`src/rtl/boxcar_pkg.sv`:
```
`default_nettype none
// ============================================================================
//  Module      : boxcar_pkg
//  Description : Shared types and constants for the boxcar integrator:
//                FSM state encoding, the len_log2 port width and a helper
//                that clamps a requested window exponent to the buffer depth.
//  Revision    : 1.0 - initial release
// ============================================================================
package boxcar_pkg;

  // Width of the len_log2 port (window exponent 0..15 before clamping)
  localparam int LEN_W = 4;

  typedef enum logic [1:0] {
    S_CLEAR = 2'd0,
    S_FILL  = 2'd1,
    S_RUN   = 2'd2
  } state_t;

  // Requested window exponents beyond the buffer depth saturate at the depth
  function automatic logic [LEN_W-1:0] clamp_len(input logic [LEN_W-1:0] req,
                                                 input logic [LEN_W-1:0] max_len);
    return (req > max_len) ? max_len : req;
  endfunction

endpackage : boxcar_pkg
`default_nettype wire

```
`src/rtl/boxcar_ring_buf.sv`:
```
`default_nettype none
// ============================================================================
//  Module      : boxcar_ring_buf
//  Description : Sample history storage, 2^ADDR_WIDTH x DATA_WIDTH.
//                One synchronous write port, one combinational read port.
//                Contents are not reset; the owner zeroes it by sweeping.
//  Ports       : clk   - clock
//                we    - write enable
//                waddr - write address
//                wdata - write data
//                raddr - read address
//                rdata - read data (combinational, returns pre-write value)
//  Revision    : 1.0 - initial release
// ============================================================================
module boxcar_ring_buf #(
  parameter int DATA_WIDTH = 16,
  parameter int ADDR_WIDTH = 3
) (
  input  logic                  clk,
  input  logic                  we,
  input  logic [ADDR_WIDTH-1:0] waddr,
  input  logic [DATA_WIDTH-1:0] wdata,
  input  logic [ADDR_WIDTH-1:0] raddr,
  output logic [DATA_WIDTH-1:0] rdata
);

  localparam int c_depth = 2 ** ADDR_WIDTH;

  logic [DATA_WIDTH-1:0] r_mem [c_depth];

  always_ff @(posedge clk) begin
    if (we) begin
      r_mem[waddr] <= wdata;
    end
  end

  assign rdata = r_mem[raddr];

endmodule : boxcar_ring_buf
`default_nettype wire

```
`src/rtl/boxcar_integrator.sv`:
```
`default_nettype none
// ============================================================================
//  Module      : boxcar_integrator
//  Description : Moving-window (boxcar) sum / average over the last
//                2^len_q accepted samples, using a ring buffer and a running
//                sum updated by (new - oldest) on every accepted sample.
//                Build option BOXCAR_SAT_EN: running-sum output (mode=1)
//                saturates to the DATA_WIDTH range instead of wrapping.
//  Ports       : clk       - clock, rising edge
//                rst_n     - asynchronous active-low reset
//                en        - sample strobe (honoured only when in_ready=1)
//                in        - signed input sample
//                clr       - synchronous flush request
//                mode      - 0: average output, 1: running-sum output
//                len_log2  - window exponent, sampled only while clearing
//                in_ready  - high when a sample can be accepted
//                out       - registered signed result
//                out_valid - one-cycle pulse after each accepted sample
//                primed    - a full window has been accepted since flush
//  Revision    : 1.0 - initial release
// ============================================================================
module boxcar_integrator
  import boxcar_pkg::*;
#(
  parameter int DATA_WIDTH = 16,
  parameter int LOG2_DEPTH = 3
) (
  input  logic                         clk,
  input  logic                         rst_n,
  input  logic                         en,
  input  logic signed [DATA_WIDTH-1:0] in,
  input  logic                         clr,
  input  logic                         mode,
  input  logic        [LEN_W-1:0]      len_log2,
  output logic                         in_ready,
  output logic signed [DATA_WIDTH-1:0] out,
  output logic                         out_valid,
  output logic                         primed
);

  localparam int c_depth = 2 ** LOG2_DEPTH;
  localparam int c_ptr_w = LOG2_DEPTH;
  localparam int c_cnt_w = LOG2_DEPTH + 1;
  localparam int c_sum_w = DATA_WIDTH + LOG2_DEPTH;
  localparam logic [LEN_W-1:0]   c_max_len  = LEN_W'(LOG2_DEPTH);
  localparam logic [c_ptr_w-1:0] c_last_ptr = c_ptr_w'(c_depth - 1);

  state_t                      r_state;
  state_t                      w_state_next;
  logic        [c_ptr_w-1:0]   r_ptr;
  logic signed [c_sum_w-1:0]   r_sum;
  logic        [c_cnt_w-1:0]   r_count;
  logic        [LEN_W-1:0]     r_len_q;
  logic signed [DATA_WIDTH-1:0] r_out;
  logic                        r_out_valid;
  logic                        r_primed;

  logic                        w_accept;
  logic        [c_cnt_w-1:0]   w_win;
  logic        [c_ptr_w-1:0]   w_rd_addr;
  logic        [DATA_WIDTH-1:0] w_oldest;
  logic                        w_buf_we;
  logic        [DATA_WIDTH-1:0] w_buf_wdata;
  logic signed [c_sum_w-1:0]   w_in_ext;
  logic signed [c_sum_w-1:0]   w_old_ext;
  logic signed [c_sum_w-1:0]   w_sum_next;
  logic signed [c_sum_w-1:0]   w_avg;
  logic        [DATA_WIDTH-1:0] w_sum_out;
  logic                        w_window_full;

  assign in_ready = (r_state != S_CLEAR);
  // A flush in the same cycle discards the sample entirely
  assign w_accept = en & in_ready & ~clr;

  assign w_win = c_cnt_w'(1) << r_len_q;
  // When the window spans the whole buffer the low bits of w_win are zero,
  // so the oldest sample is the entry about to be overwritten (read first).
  assign w_rd_addr = r_ptr - w_win[c_ptr_w-1:0];

  assign w_buf_we    = (r_state == S_CLEAR) | w_accept;
  assign w_buf_wdata = (r_state == S_CLEAR) ? '0 : in;

  boxcar_ring_buf #(
    .DATA_WIDTH (DATA_WIDTH),
    .ADDR_WIDTH (c_ptr_w)
  ) u_ring_buf (
    .clk   (clk),
    .we    (w_buf_we),
    .waddr (r_ptr),
    .wdata (w_buf_wdata),
    .raddr (w_rd_addr),
    .rdata (w_oldest)
  );

  // Sum width covers DEPTH full-scale samples, so modular arithmetic at this
  // width always yields the exact window sum.
  assign w_in_ext   = {{(c_sum_w-DATA_WIDTH){in[DATA_WIDTH-1]}}, in};
  assign w_old_ext  = {{(c_sum_w-DATA_WIDTH){w_oldest[DATA_WIDTH-1]}}, w_oldest};
  assign w_sum_next = r_sum + w_in_ext - w_old_ext;
  assign w_avg      = w_sum_next >>> r_len_q;

`ifdef BOXCAR_SAT_EN
  logic w_ovf;
  // Overflow when the bits above the output sign bit are not a pure sign run
  assign w_ovf = (|w_sum_next[c_sum_w-1:DATA_WIDTH-1]) &
                 ~(&w_sum_next[c_sum_w-1:DATA_WIDTH-1]);
  assign w_sum_out = !w_ovf ? w_sum_next[DATA_WIDTH-1:0] :
                     w_sum_next[c_sum_w-1] ? {1'b1, {(DATA_WIDTH-1){1'b0}}} :
                                             {1'b0, {(DATA_WIDTH-1){1'b1}}};
`else
  assign w_sum_out = w_sum_next[DATA_WIDTH-1:0];
`endif

  assign w_window_full = ((r_count + c_cnt_w'(1)) == w_win);

  // State register
  always_ff @(posedge clk or negedge rst_n) begin
    if (!rst_n) begin
      r_state <= S_CLEAR;
    end else begin
      r_state <= w_state_next;
    end
  end

  // Next-state logic
  always_comb begin
    w_state_next = r_state;
    case (r_state)
      S_CLEAR: if (r_ptr == c_last_ptr) w_state_next = S_FILL;
      S_FILL:  if (w_accept && w_window_full) w_state_next = S_RUN;
      S_RUN:   w_state_next = S_RUN;
      default: w_state_next = S_CLEAR;
    endcase
    if (clr) begin
      w_state_next = S_CLEAR;
    end
  end

  // Datapath registers
  always_ff @(posedge clk or negedge rst_n) begin
    if (!rst_n) begin
      r_ptr       <= '0;
      r_sum       <= '0;
      r_count     <= '0;
      r_len_q     <= c_max_len;
      r_out       <= '0;
      r_out_valid <= 1'b0;
      r_primed    <= 1'b0;
    end else begin
      r_out_valid <= 1'b0;
      // Window length is latched only while clearing, so it cannot change
      // underneath a populated history.
      if (r_state == S_CLEAR) begin
        r_len_q <= clamp_len(len_log2, c_max_len);
      end
      if (clr) begin
        r_ptr    <= '0;
        r_sum    <= '0;
        r_count  <= '0;
        r_primed <= 1'b0;
      end else if (r_state == S_CLEAR) begin
        r_ptr   <= r_ptr + c_ptr_w'(1);
        r_sum   <= '0;
        r_count <= '0;
      end else if (w_accept) begin
        r_ptr       <= r_ptr + c_ptr_w'(1);
        r_sum       <= w_sum_next;
        r_out       <= mode ? w_sum_out : w_avg[DATA_WIDTH-1:0];
        r_out_valid <= 1'b1;
        if (r_state == S_FILL) begin
          r_count <= r_count + c_cnt_w'(1);
          if (w_window_full) begin
            r_primed <= 1'b1;
          end
        end
      end
    end
  end

  assign out       = r_out;
  assign out_valid = r_out_valid;
  assign primed    = r_primed;

endmodule : boxcar_integrator
`default_nettype wire

```
`config.mk`:
```
export PLATFORM = sky130hd
export DESIGN_NAME = boxcar_integrator
export DESIGN_NICKNAME = d
export VERILOG_FILES = /design/src/rtl/boxcar_pkg.sv /design/src/rtl/boxcar_ring_buf.sv /design/src/rtl/boxcar_integrator.sv
export SDC_FILE = /design/constraint.sdc
export NUM_CORES = 1
export LEC_CHECK = 0
export BUFFER_PORTS_ARGS = -buffer_cell sky130_fd_sc_hd__buf_2
export CAP_MARGIN = 20
export CORE_ASPECT_RATIO = 1.2
export CORE_MARGIN = 4
export CORE_UTILIZATION = 55
export CTS_CLUSTER_DIAMETER = 60
export DETAILED_ROUTE_END_ITERATION = 7
export MAX_ROUTING_LAYER = met4
export PLACE_DENSITY = 0.72
export SETUP_SLACK_MARGIN = 0.05
export SYNTH_ARGS = -nofsm -noshare
export SYNTH_HDL_FRONTEND = slang
export SYNTH_SLANG_ARGS = --single-unit
```
`constraint.sdc`:
```
create_clock -name clk -period 8 [get_ports clk]
set_input_delay 1.6 -clock clk [delete_from_list [all_inputs] [get_ports clk]]
set_output_delay 1.6 -clock clk [all_outputs]
set_load 0.01 [all_outputs]
```
== Yosys cells after proc, flatten, opt, wreduce, memory -nomap -nowiden ==
Memories as Yosys holds them, arrays and structs flattened.
Index checks and enable logic that the tools add are counted.
Word-level totals
  register bits: 50
  RAM bits: 128
  bits of input ports: 25
  word-level logic and storage cells: 68
  memories: 1
Memories
  u_ring_buf.r_mem: depth 8, bits a word 16, read ports 1, clocked after Yosys merged registers in 0, write ports 1, line boxcar_ring_buf.sv:29  | logic [DATA_WIDTH-1:0] r_mem [c_depth];
Operators by class
  add/sub/neg operators: 5
  $lt $le $gt $ge: 1
  equal/unequal tests: 7
  shift operators: 2
  mux-type cells: 27
  bitwise operators: 5
  reductions and logical operators: 12
Operators by type and width (count)
  two-way mux 19 bit: 3
  two-way mux 16 bit: 2
  two-way mux 4 bit: 5
  adder 19 x 16 -> 19 bit: 1
  >>> shifter 19 x 4 -> 16 bit: 1
  subtractor 19 x 16 -> 19 bit: 1
  two-way mux 1 bit: 10
  two-way mux 3 bit: 3
  nonzero test 2 bit: 4
  two-way mux 2 bit: 3
  != test 3 bit, second input constant: 2
  one-hot mux 2 bit (3 select lines): 1
  nonzero test 3 bit: 2
  adder 4 x 1 -> 4 bit, second input constant: 1
  equality test 4 bit: 1
  greater-than comparator 4 x 2 -> 1 bit, second input constant: 1
  AND reduction 2 bit: 2
  AND reduction 4 bit: 1
  << shifter 1 x 4 -> 4 bit, first input constant: 1
  adder 3 x 1 -> 3 bit, second input constant: 1
  equality test 3 bit, second input constant: 1
  AND reduction 3 bit: 1
  subtractor 3 bit: 1
  AND 1 bit: 2
  7 further kinds: 8

== Longest topological paths before layout ==
Gate-level depths: netlist (run 1).
  word-level depth: 7
  gate-level depth with buffers: 26

== Modules after synthesis ==
A second synthesis (run 1) with hierarchy kept.
Second synthesis, totals
  cells, all modules: 806
  area, all modules: 9978.3 um^2
Modules (own cells, without submodules)
  boxcar_integrator: instances 1, cells an instance 608, area an instance 5004.8 um^2
  boxcar_ring_buf: instances 1, cells an instance 198, area an instance 4973.5 um^2

== Least setup slack after synthesis (run 1) ==
Ideal clock, no wire load.
  path type: register to register
  from: register r_len_q[1]
  to: register r_out[4] (netlist: out[4])
  data arrival time: 6201 ps
  slack: 1664 ps
  stages on the path, launching flop included: 24
  buffers on the path: 4
  cells stage by stage: dfstp_2 > clkbuf_1 > or2_2 > clkbuf_1 > nor3_1 > ha_1 > inv_1 > fa_1 > xnor2_1 > xnor2_1 > clkbuf_1 > mux4_2 > mux2i_1 > fa_1 > ha_1 > and2_4 > a221oi_4 > a211oi_1 > or3_1 > buf_2 > mux4_2 > and2_0 > a2111oi_1 > o41ai_1
Between the ends
  cells in the longest elaborated chain, start to end: 6
Ends and longest elaborated chain
  start, declared: line boxcar_integrator.sv:53  | logic [LEN_W-1:0] r_len_q;
  start signal, assigned: line boxcar_integrator.sv:145  | r_len_q <= c_max_len;
  start signal, assigned: line boxcar_integrator.sv:154  | r_len_q <= clamp_len(len_log2, c_max_len);
  << shifter 1 x 4 -> 4 bit: line boxcar_integrator.sv:75  | assign w_win = c_cnt_w'(1) << r_len_q;
  subtractor 3 bit: line boxcar_integrator.sv:78  | assign w_rd_addr = r_ptr - w_win[c_ptr_w-1:0];
  memory (8 x 16 bit)
  subtractor 19 x 16 -> 19 bit: line boxcar_integrator.sv:99  | assign w_sum_next = r_sum + w_in_ext - w_old_ext;
  >>> shifter 19 x 4 -> 16 bit: line boxcar_integrator.sv:100  | assign w_avg = w_sum_next >>> r_len_q;
  two-way mux 16 bit (*): line boxcar_integrator.sv:168  | r_out <= mode ? w_sum_out : w_avg[DATA_WIDTH-1:0];
  end signal, assigned: line boxcar_integrator.sv:168
  end, declared: line boxcar_integrator.sv:54  | logic signed [DATA_WIDTH-1:0] r_out;
Mark *: on every way between the ends. The rest lies on a longest branch, timed or not.
A chain may end at the register's enable or synchronous reset.

== Worst setup path after layout (run 1) ==
  from: register r_len_q[0]
  to: register r_out[4] (netlist: out[4])
Same word-level chain as after synthesis.

==> key figures, run 1 <==
STA
  – Count of endpoints failing setup in the final report: 0
  – RSZ-0062 raised after global routing: false
  – Number of hold-slack violations in the final timing report: 0
  – Count of final max-slew check failures: 0
  – Final worst path period need: 7.07 ns
  – Maximum clock skew at final layout: 0.0104 ns
  – Summed negative setup slack over all endpoints: 0 ns
  – Actual transition at the worst max-transition pin: 0.912 ns
  – Share of the clock period used by the worst path: 88.4%
  – Highest clock rate: 0.141 GHz
  – Worst max-slew margin expressed relative to the limit: 39.1%

Place
  – Area after detailed placement: 10400 sq um
  – # placed instances: 1043
  – PortBufs: 43
  – HPWL after DPL: 17.4 mm
  – Placer's final routability congestion estimate: 0.987

Synthesis
  – Top-area cell type share of the netlist area: 38.6%
  – Count of mapped cells out of synthesis: 811
  – Synthesized-area fraction occupied by ao, oa, aoi and oai cells: 12.9%
  – Top cells by instance count after synthesis: edfxtp_1 (128), nor2_1 (62), nand2_1 (55)
  – Cell Area, Synth: 9960 sq um
  – Share of the synthesized netlist area taken by xor and xnor gates: 1.58%
  – Synthesized-area fraction occupied by adder cells: 7.21%
  – Most used flip-flop cell after synthesis: edfxtp_1
  – Number of nets in the synthesized netlist: 882
  – Leading area contributor after synthesis: edfxtp_1
  – Share of async-settable or async-resettable flops after synthesis: 28.1%
  – Yosys warning count: 0
  – Sequential-to-total area share from yosys stat: 51.2%
  – Unique cell type count in the Yosys netlist: 73
  – Mux share of post-synthesis cell area: 13.2%
  – Most numerous cell in the Yosys netlist: edfxtp_1
  – Main combinational cell family by area after synthesis: multiplexers
  – Synthesized flop and latch total: 178
  – Mapped Avg Cell Area: 12.3 sq um
  – Count of flip-flops with a built-in enable after synthesis: 128
  – Top area cells in the synthesized netlist: edfxtp_1 (39%), dfrtp_1 (12%), mux4_2 (8.6%)
  – Area share of and/or/nand/nor cells after synthesis: 10.7%

Clock network
  – Clock-pin slew on the worst setup and hold paths: 0.07 ns
  – Post-CTS Setup Repair Bufs: 0
  – Number of sinks handled by clock tree synthesis: 178
  – Post-cts resize count: 0
  – Clock latency reported for the late side of the worst-skew pair: 0.44 ns
  – # H-tree levels: 4
  – Clock tree from TritonCTS: built
  – TritonCTS Buffers: 17
  – Clock Root Buffer: clkbuf_16
  – Longest Clk Path Bufs: 2
  – Number of buffers added to fix hold violations after cts: 0

Final layout
  – Synth-to-Final Area Change: 10.6%
  – Fillers: 1377
  – Flip-flop and latch area: 5100 sq um
  – Share of final-layout standard cells stronger than drive strength 1: 18.9%
  – Count of placed standard cells in the final layout, fillers left out: 1074
  – Number of nets in the final layout: 913
  – Antenna Diode Count: 0
  – Post-route standard cell area excluding fillers: 11000 sq um
  – Combined area of the multi-input logic cells: 4570 sq um

Setup path
  – CP Launch Type: register
  – Reg2reg setup slack: 0.93 ns
  – Worst-path fanout max: 32
  – Worst EP arrival: 7.40 ns
  – Required time at the worst-slack endpoint: 8.33 ns
  – CP endpoint kind: register
  – Critical path start-end classification: register to register

Global routing
  – Maximum number of pins on one net before global-route repair: 51
  – Initial antenna violation count: 0
  – First-pass GRT wire length: 40.2 mm
  – Final global-route overflow total: 0
  – All-Layer GR Usage: 26.7%
  – Via count of the first global-routing pass: 7104

Floorplan
  – Starting utilization of the core area: 56.5%
  – I/O pin count: 44
  – Floorplan row count: 53
  – Horizontal die dimension: 131 um
  – Core footprint: 17600 sq um
  – Floorplan die area: 20300 sq um
  – Chip Height: 155 um

Routing
  – Via count: 7085
  – Drc violations: 0
  – Post-detailed-route count of antenna-violating nets: 0
  – Number of DRC markers in iteration 0: 628
  – Routed Wire Length: 25.3 mm
  – Iteration count of the initial detailed-routing pass: 5
  – Via density per instance: 6.60
  – Post-detailed-route wirelength per cell: 23.6 um

Job
  – Number of maximum-capacitance violations: 0

Outcome
  – Run status: complete, no violations

Worst hold path
  – Tightest Hold Check Type: register to register
-- final cells by class --
type | instances | area share [%]
multi-input combinational | 550 | 41.4
inverter | 31 | 1.06
timing repair buffer | 64 | 3.38
clock inverter | 14 | 1.51
sequential | 178 | 46.3
clock buffer | 17 | 3.86
tap | 220 | 2.50
-- cell usage in the layout (no fill, tap or decap), drive strengths merged, types with 6 or more instances in the layout --
master,n
xnor2,11
o211ai,6
ha,27
nand2,55
nand2b,7
edfxtp,128
nand3,17
o21ai,31
a21oi,50
nor2,62
clkbuf,17
xor2,7
dfrtp,48
a211oi,13
nand4,6
o21a,6
or3,11
a22oi,8
mux4,38
nor2b,21
inv,38
o31ai,6
o22ai,10
mux2,8
and3,9
mux2i,37
a2111oi,9
a311oi,7
fa,19
nor3,8
buf,64
-- cells by family after synthesis --
group / count (synthesis)
AO/OA/AOI/OAI: 187
flip-flops: 178
AND/OR/NAND/NOR: 216
multiplexers: 83
XOR/XNOR: 18
adder cells (fa/ha/maj): 46
buffers and inverters: 83
-- stage by stage --
step,worst slack (ns),hold slack [ns],util [%]
6_report,0.928,0.485,62.5
5_1_grt,0.457,0.504,62.5
4_1_cts,0.996,0.483,62.5
3_5_place_dp,1.02,0.467,59.1
3_3_place_gp,1.05,0.465,59.1
2_1_floorplan,1.66,0.486,-
-- critical path, cell delays in order, from the launching register on --
cell and delay, ns:
dfstp_2 0.49, or2_2 0.39, nor3_1 0.28, ha_2 0.24, inv_1 0.05, fa_1 0.39
xnor2_1 0.24, xnor2_2 0.14, buf_4 0.42, mux4_2 0.38, mux2i_1 0.19, fa_1 0.44
ha_1 0.43, a21oi_1 0.34, o21ai_0 0.29, nor2b_1 0.27, o31ai_2 0.63, a31oi_1 0.27
a222oi_1 0.51, a2111oi_1 0.17, o41ai_1 0.33
-- worst paths after layout --
path,startpoint,to,cells after the start
worst max register to register,r_len_q[0],out[4],20
max in group asynchronous,rst_n,r_sum[10],2
worst max-delay path,r_len_q[0],out[4],20
worst min-delay path,out[4],out[4],2
min in group asynchronous,rst_n,r_sum[17],2
worst min register to register,out[4],out[4],2
-- sequential cells by signal, summed over array words and instances, names as in the netlist --
name	cells
out	16
out_valid	1
primed	1
r_count	4
r_len_q	4
r_ptr	3
r_state	2
r_sum	19
u_ring_buf.r_mem	128
-- per-layer routing --
layer	vias up	global-route usage, %	share of wire [%]
li1	3161	-	-
met1	3588	36.4	43
met2	282	40.5	48
met3	54	4.29	5.0
met4	0	10.5	3.8
met5	-	-	0
Power of run 1 is not shown: default switching activity piles up to over one toggle a cycle in this logic, so the estimate is an artifact.
==> inputs of run 2 (changes only) <==
==> constraint.sdc (replaced) <==
create_clock -name clk -period 8 [get_ports clk]
set_input_delay 0.8 -clock clk [delete_from_list [all_inputs] [get_ports clk]]
set_output_delay 0.8 -clock clk [all_outputs]
set_load 0.005 [all_outputs]
==> run 2 against run 1 <==
Compared with the run above: register-to-register slack better by 0.09 ns; non-clock buffer count up 1; setup slack improved by 0.091 ns; utilization rose by 0.064 points; global-route usage is 0.48 points higher; via count fell by 1.4%; critical endpoint unchanged.
==> key figures, run 2 (synthesis gave the netlist of run 1 again) <==
STA
  – Final setup slack of the worst path: 1.02 ns
  – RSZ-0062 raised after global routing: false
  – Worst max-slew margin expressed relative to the limit: 40.9%
  – Summed negative setup slack over all endpoints: 0 ns
  – Count of final max-slew check failures: 0
  – Count of endpoints failing setup in the final report: 0
  – Number of hold-slack violations in the final timing report: 0
  – Highest clock rate: 0.143 GHz
  – Maximum clock skew at final layout: 0.0103 ns
  – Final worst path period need: 6.98 ns
  – Actual transition at the worst max-transition pin: 0.885 ns
  – Share of the clock period used by the worst path: 87.3%

Routing
  – Iteration count of the initial detailed-routing pass: 5
  – Drc violations: 0
  – Post-detailed-route count of antenna-violating nets: 0
  – Via count: 6985
  – Via density per instance: 6.50
  – Number of DRC markers in iteration 0: 496
  – Post-detailed-route wirelength per cell: 23.7 um
  – Routed Wire Length: 25.5 mm

Global routing
  – Highest-utilization routing layer at the global route stage: met2
  – Met3 Track Usage GR: 4.16%
  – All-Layer GR Usage: 27.2%
  – Maximum number of pins on one net before global-route repair: 51
  – Global-route met2 utilization: 42.0%
  – First-pass GRT wire length: 40.7 mm
  – Via count of the first global-routing pass: 7121
  – Initial antenna violation count: 0
  – Final global-route overflow total: 0
  – Met1 track demand over resource in global routing: 37.5%

Clock network
  – Clock-pin slew on the worst setup and hold paths: 0.07 ns
  – Clock latency reported for the late side of the worst-skew pair: 0.43 ns
  – Post-CTS Setup Repair Bufs: 0
  – # H-tree levels: 4
  – Clock Root Buffer: clkbuf_16
  – Longest Clk Path Bufs: 2
  – Number of buffers added to fix hold violations after cts: 0
  – Post-cts resize count: 0
  – TritonCTS Buffers: 17
  – Clock tree from TritonCTS: built
  – Number of sinks handled by clock tree synthesis: 178

Place
  – PortBufs: 43
  – Worst Setup Slack post-DPL: 1.18 ns
  – HPWL after DPL: 17.6 mm
  – Area after detailed placement: 10400 sq um
  – Placer's final routability congestion estimate: 0.928

Setup path
  – Reg2reg setup slack: 1.02 ns
  – Cells on worst reg2reg path: 17
  – Most used cell, CP: fa_1
  – Maximum single-stage delay on the critical path: 1.09 ns
  – Worst setup startpoint: r_len_q[0]
  – Highest-delay cell along the critical path: fa_1
  – Worst EP arrival: 7.29 ns
  – Worst R2R End: out[4]
  – CP delay by family, top: compound AO/OA/AOI/OAI gates
  – Cells along the critical path: or2_2 > nor3_1 > ha_2 > inv_1 > fa_1 > buf_4 > mux2i_1 > fa_1 > ha_1 > a21oi_1 > o21ai_0 > nor2b_1 > o31ai_2 > a31oi_1 > a222oi_1 > a2111oi_1 > o41ai_1
  – Critical path start-end classification: register to register
  – CP endpoint kind: register
  – Startpoint of the most critical register-to-register path: r_len_q[0]
  – Number of cells on the critical path: 17
  – CP Launch Type: register
  – Required time at the worst-slack endpoint: 8.31 ns
  – Total buffers and inverters traversed by the critical path: 2
  – Worst-path fanout max: 21

Worst hold path
  – Tightest Hold Check Type: input port to async pin

Final layout
  – Register with the most flip-flops: u_ring_buf.r_mem
  – Share of final-layout standard cells stronger than drive strength 1: 18.9%
  – Antenna Diode Count: 0
  – Most common library cell in the layout ignoring fill and taps: edfxtp_1
  – Flip-flop count of the largest register, all copies and words added: 128
  – Commonest cells after routing, fill and taps aside: edfxtp_1 (128), nor2_1 (62), nand2_1 (55)
  – Post-route standard cell area excluding fillers: 11000 sq um
  – Synth-to-Final Area Change: 10.7%
  – Number of nets in the final layout: 914
  – Core utilization of the finished layout: 62.5%
  – Fillers: 1344

Floorplan
  – Floorplan row count: 53
  – Starting utilization of the core area: 56.5%
  – I/O pin count: 44
  – Chip Height: 155 um
  – Horizontal die dimension: 131 um
  – Floorplan die area: 20300 sq um
  – Core footprint: 17600 sq um

Outcome
  – Run status: complete, no violations

Job
  – Number of maximum-capacitance violations: 0
[run 2: cell types whose count changed in the layout (fill, tap and decap cells not counted)]
| cell | before | now |
|---|---|---|
| buf_12 | 0 | 1 |
| bufinv_16 | 1 | 0 |
| clkinv_2 | 1 | 0 |
| clkinv_8 | 2 | 3 |
| clkinvlp_4 | 1 | 0 |
| inv_6 | 2 | 4 |
[run 2: layout make-up]
type	instances	area, sq um	share of cell area [%]
well taps	220	275	2.50
multi-input cells	550	4570	41.4
clock inverters	14	158	1.43
repair buffers	65	393	3.56
flip-flops and latches	178	5100	46.2
inverters	31	116	1.05
clock buffers	17	425	3.86
[run 2: worst max path at each step]
stage | end | slack, ns
3_5_place_dp | out[4] | 1.18
4_1_cts | out[4] | 1.08
2_1_floorplan | out[4] | 1.66
6_report | out[4] | 1.02
5_1_grt | out[4] | 0.50
3_3_place_gp | out[4] | 1.18
[run 2: through the flow]
step | cells | hold WS (ns)
floorplan | 811 | 0.467
global placement | 1044 | 0.472
detailed placement | 1044 | 0.481
CTS | 1075 | 0.505
global route | 1075 | 0.529
finish | 1075 | 0.491
[run 2: layer usage]
layer	vias up	part of all wire, %
li1	3158	-
met1	3532	43
met2	259	49
met3	36	5.4
met4	0	2.3
met5	-	0
Power of run 2 is left out for the same reason.
